===== src/rtl/ttc_pkg.sv =====
// Shared types, limits and helpers for the truth-table capture block.
package ttc_pkg;

  typedef enum logic [1:0] {
    StIdle,
    StDrive,
    StDone
  } ttc_state_e;

  localparam int unsigned NInputsMin = 1;
  localparam int unsigned NInputsMax = 8;
  localparam int unsigned SettleMin  = 1;
  localparam int unsigned SettleMax  = 255;

  function automatic int unsigned ttc_table_w(input int unsigned n);
    return 32'd1 << n;
  endfunction

endpackage


===== src/rtl/ttc_vector_sequencer.sv =====
// Settle counter and vector index counter; emits the stimulus and sample strobes.
module ttc_vector_sequencer
  import ttc_pkg::*;
#(
  parameter int unsigned N_INPUTS      = 3,
  parameter int unsigned SETTLE_CYCLES = 1
) (
  input  logic                clk,
  input  logic                rst_n,
  input  logic                i_clear,
  input  logic                i_run,
  output logic [N_INPUTS-1:0] o_stim,
  output logic                o_sample,
  output logic                o_early_sample,
  output logic                o_last
);

  localparam int unsigned CntW = $clog2(SETTLE_CYCLES + 1);
  localparam logic [CntW-1:0] CntTerm  = CntW'(SETTLE_CYCLES);
  localparam logic [CntW-1:0] CntEarly = CntW'(SETTLE_CYCLES - 1);
  // One extra index bit so the post-last increment cannot alias back to vector 0.
  localparam logic [N_INPUTS:0] IdxLast = (N_INPUTS + 1)'(ttc_table_w(N_INPUTS) - 1);

  logic [CntW-1:0]   r_cnt;
  logic [N_INPUTS:0] r_idx;
  logic              w_term;

  assign w_term = (r_cnt == CntTerm);

  always_ff @(posedge clk or negedge rst_n) begin
    if (!rst_n) begin
      r_cnt <= '0;
      r_idx <= '0;
    end else if (i_clear) begin
      r_cnt <= '0;
      r_idx <= '0;
    end else if (i_run) begin
      if (w_term) begin
        r_cnt <= '0;
        r_idx <= r_idx + 1'b1;
      end else begin
        r_cnt <= r_cnt + 1'b1;
      end
    end
  end

  assign o_stim         = i_run ? r_idx[N_INPUTS-1:0] : '0;
  assign o_sample       = i_run && w_term;
  assign o_early_sample = i_run && (r_cnt == CntEarly);
  assign o_last         = (r_idx == IdxLast);

endmodule


===== src/rtl/truth_table_capture.sv =====
// Sweeps all input vectors of a combinational block and captures its truth table.
// Optional feature macro: TTC_DOUBLE_SAMPLE_EN (second, earlier sample flags unstable responses).
module truth_table_capture
  import ttc_pkg::*;
#(
  parameter int unsigned N_INPUTS      = 3,
  parameter int unsigned SETTLE_CYCLES = 1
) (
  input  logic                                 clk,
  input  logic                                 rst_n,
  input  logic                                 start,
  output logic [N_INPUTS-1:0]                  stim,
  input  logic                                 resp,
  output logic                                 busy,
  output logic                                 done,
  output logic [ttc_table_w(N_INPUTS)-1:0]     table_out,
  output logic                                 table_valid,
  output logic                                 unstable
);

  localparam int unsigned TableW = ttc_table_w(N_INPUTS);

  if (N_INPUTS < NInputsMin || N_INPUTS > NInputsMax) begin : g_bad_n_inputs
    $error("N_INPUTS out of range");
  end
  if (SETTLE_CYCLES < SettleMin || SETTLE_CYCLES > SettleMax) begin : g_bad_settle
    $error("SETTLE_CYCLES out of range");
  end

  ttc_state_e r_state, w_state_d;

  logic [TableW-1:0]   r_acc;
  logic [TableW-1:0]   r_table_out;
  logic [TableW-1:0]   w_table;
  logic                r_table_valid;
  logic [N_INPUTS-1:0] w_stim;
  logic                w_sample;
  logic                w_early_sample;
  logic                w_last;
  logic                w_accept;
  logic                w_capture;
  logic                w_finish;

  ttc_vector_sequencer #(
    .N_INPUTS      (N_INPUTS),
    .SETTLE_CYCLES (SETTLE_CYCLES)
  ) u_seq (
    .clk            (clk),
    .rst_n          (rst_n),
    .i_clear        (w_accept),
    .i_run          (r_state == StDrive),
    .o_stim         (w_stim),
    .o_sample       (w_sample),
    .o_early_sample (w_early_sample),
    .o_last         (w_last)
  );

  always_comb begin
    w_state_d = r_state;
    w_accept  = 1'b0;
    w_capture = 1'b0;
    w_finish  = 1'b0;
    unique case (r_state)
      StIdle: begin
        if (start) begin
          w_state_d = StDrive;
          w_accept  = 1'b1;
        end
      end
      StDrive: begin
        if (w_sample) begin
          w_capture = 1'b1;
          if (w_last) begin
            w_state_d = StDone;
            w_finish  = 1'b1;
          end
        end
      end
      StDone:  w_state_d = StIdle;
      default: w_state_d = StIdle;
    endcase
  end

  // Partial table with the current response merged into the current vector's bit.
  always_comb begin
    w_table         = r_acc;
    w_table[w_stim] = resp;
  end

  always_ff @(posedge clk or negedge rst_n) begin
    if (!rst_n) begin
      r_state       <= StIdle;
      r_acc         <= '0;
      r_table_out   <= '0;
      r_table_valid <= 1'b0;
    end else begin
      r_state <= w_state_d;
      if (w_accept) begin
        r_acc         <= '0;
        r_table_valid <= 1'b0;
      end
      if (w_capture) begin
        r_acc <= w_table;
      end
      // Table is published on the last sample edge so it lines up with the DONE cycle.
      if (w_finish) begin
        r_table_out   <= w_table;
        r_table_valid <= 1'b1;
      end
    end
  end

`ifdef TTC_DOUBLE_SAMPLE_EN
  logic r_early;
  logic r_unstable;

  always_ff @(posedge clk or negedge rst_n) begin
    if (!rst_n) begin
      r_early    <= 1'b0;
      r_unstable <= 1'b0;
    end else begin
      if (w_early_sample) begin
        r_early <= resp;
      end
      if (w_accept) begin
        r_unstable <= 1'b0;
      end else if (w_capture && (resp != r_early)) begin
        r_unstable <= 1'b1;
      end
    end
  end

  assign unstable = r_unstable;
`else
  logic w_unused_early;
  assign w_unused_early = w_early_sample;
  assign unstable       = 1'b0;
`endif

  assign stim        = w_stim;
  assign busy        = (r_state == StDrive);
  assign done        = (r_state == StDone);
  assign table_out   = r_table_out;
  assign table_valid = r_table_valid;

endmodule


===== config.mk =====
export PLATFORM = sky130hd
export DESIGN_NAME = truth_table_capture
export DESIGN_NICKNAME = d
export VERILOG_FILES = /design/src/rtl/ttc_pkg.sv /design/src/rtl/ttc_vector_sequencer.sv /design/src/rtl/truth_table_capture.sv
export SDC_FILE = /design/constraint.sdc
export NUM_CORES = 1
export LEC_CHECK = 0
export ABC_AREA = 1
export CORE_ASPECT_RATIO = 1.4
export CORE_MARGIN = 4
export CORE_UTILIZATION = 48
export DETAILED_ROUTE_END_ITERATION = 7
export GPL_ROUTABILITY_DRIVEN = 0
export PLACE_DENSITY = 0.76
export SKIP_LAST_GASP = 1
export SYNTH_ARGS = -nofsm -noshare
export SYNTH_HDL_FRONTEND = slang
export SYNTH_HIERARCHICAL = 1
export SYNTH_SLANG_ARGS = --single-unit

===== constraint.sdc =====
create_clock -name clk -period 1.33 [get_ports clk]
set_input_delay 0.266 -clock clk [delete_from_list [all_inputs] [get_ports clk]]
set_output_delay 0.266 -clock clk [all_outputs]
set_load 0.01 [all_outputs]

==> metrics.yaml <==
setup_path:
  cp.depth: 11
  cp_max_fo: 6
  cp.arrival_ps: 1800
  required_ps: 1600
  crit_top_cell: "nand2_1"
  worstSetupPathType: "reg -> reg"
  path_delay_family: "simple AND/OR/NAND/NOR gates"
  worstPathCellList: "nand2_4 -> clkinvlp_4 -> nand2_2 -> inv_2 -> buf_6 -> buf_8 -> nor2_4 -> nand2_1 -> nand2_1 -> nand3_1 -> nand2_1"
  worst-path-buf-inv: 4
  reg2reg_depth: 11
  slowest_delay_ps: 440
  critPathSlowestCell: "dfrtp_1"
  cp-end-kind: "flop"
  start_kind: "flop"
die:
  std_cell_rows: 22
  die-width_um: 52.43
  die_h_um: 70.20
  core_um2: 2643
  initial_core_util: 0.5019
  ios: 19
  dieArea_um2: 3680
final_layout:
  instances_no_fill: 235
  layout.filler_cells: 231
  layout_common_cells: "36 x nand2_1, 24 x dfrtp_1, 17 x nand3_1"
  n_antenna_cell: 0
  final_nets: 205
  syn2layout_area_growth_pct: 38.77
  final_common_cell: "nand2_1"
  design_area_um2: 1841
  drive_gt1_frac: 0.4070
  final_core_util: 0.6965
detailed_routing:
  drt_pass1_iterations: 4
  viasPerCell: 5.226
  routed.top_layer: "met4"
  drt-initial-drc-count: 46
  via_count: 1228
  met1_length_um: 1296
  drt_wl_total_um: 3407
  drcViolationCount: 0
  dr_wl_met3_um: 137
  wl_met2_um: 1852
  ant_nets: 0
  wl_per_cell_um: 14.50
timing:
  rsz0062_at_grt: "yes"
  final.setup.tns_ps: -2776
  period_share: 1.149
  max_freq_mhz: 654.4
  layout_min_cycle_time_ps: 1528
  finalMaxSlewViolations: 0
  setup_viol: 21
  hold_viol: 0
  skew_ps: 4.303
  fin_ws_ps: -198.1
clocking:
  h-tree-depth: 1
  clk_latency_ps: 320
  cts_buffer_depth: 2
  cts_made_buffers: 3
  cts_tree: "built"
  path_clk_slew_ps: 140
  cts.sinks: 24
  postCtsHoldBufs: 0
  cts-root-buf: "clkbuf_4"
global_route:
  grt_util_all_layers: 0.1849
  grt_max_degree: 25
  grt_pass1_vias: 1205
  grt_overflow: 0
  grt_pass1_wl_um: 5326
  antenna_found_initial: 0
min_path:
  min_path_type: "in -> async"
flow_run:
  max-cap-violations: 0
power_and_ir_drop:
  vdd.ir_drop.worst_mv: 1.773
  pwr_density_cell_nw_per_um2: 2388
  total_power_mw: 4.395
  p_leak_nw: 0.9481
placement:
  hpwl_um: 2188
  io_buffers: 17
  placed_cell_area_um2: 1628
  dp.cells: 223
synth:
  ys.warnings.count: 6
  synth_cells: 160
  synth_area_um2: 1326
  postSynthAreaPerCell_um2: 8.289
  syn_nets: 165
outcome:
  outcome: "finished with violations"
  violations: "setup timing"
metal layers:
metal / track usage / up-vias
li1: - / 585
met1: 0.2089 / 584
met2: 0.3204 / 46
met3: 0.03198 / 13
met4: 0.09091 / 0
met5: 0 / -
stage by stage:
stage | hold WS, ps | worst slack (ps)
2_1_floorplan | -29.59 | -128.1
3_3_place_gp | 461.1 | -198.3
3_5_place_dp | 466.0 | -219.5
4_1_cts | 282.7 | -169.4
5_1_grt | 297.8 | -319.0
6_report | 271.6 | -198.1
cell type report:
class / instances / area [µm²] / area share
clock buffers: 3 / 22.52 / 0.01224
clock inverters: 1 / 30.03 / 0.01632
inverters: 23 / 112.6 / 0.06118
multi-input cells: 109 / 681.9 / 0.3705
flip-flops and latches: 24 / 600.6 / 0.3263
well taps: 36 / 45.04 / 0.02447
repair buffers: 39 / 347.8 / 0.1890
timing repair:
item | CTS | global route
setup endpoints to repair | 32 | 27
buffers inserted | 4 | 2
pin swaps | 11 | 8
gates resized for setup | 40 | 22
gates cloned | 1 | 1
path summary, 6_finish.rpt:
check | endpoint | slack [ps] | from
max | r_acc[0] | -200 | r_state[0]
min | table_out[5] | 270 | rst_n
max reg2reg | r_acc[0] | -200 | r_state[0]
min reg2reg | table_out[0] | 490 | table_out[0]
max in group asynchronous | r_acc[2] | 830 | rst_n
min in group clk | table_out[0] | 490 | table_out[0]
flip-flops by register name, summed over array words and instances (netlist names):
register and flops:
r_acc 8, r_state 2, u_seq/r_idx 4, table_out 8
u_seq/r_cnt 1, table_valid 1
power by group:
part,switching [mW],internal (mW)
combinational,1.48,1.13
sequential,0.213,1.03
clock,0.240,0.305
(Power assumes the default switching activity.)
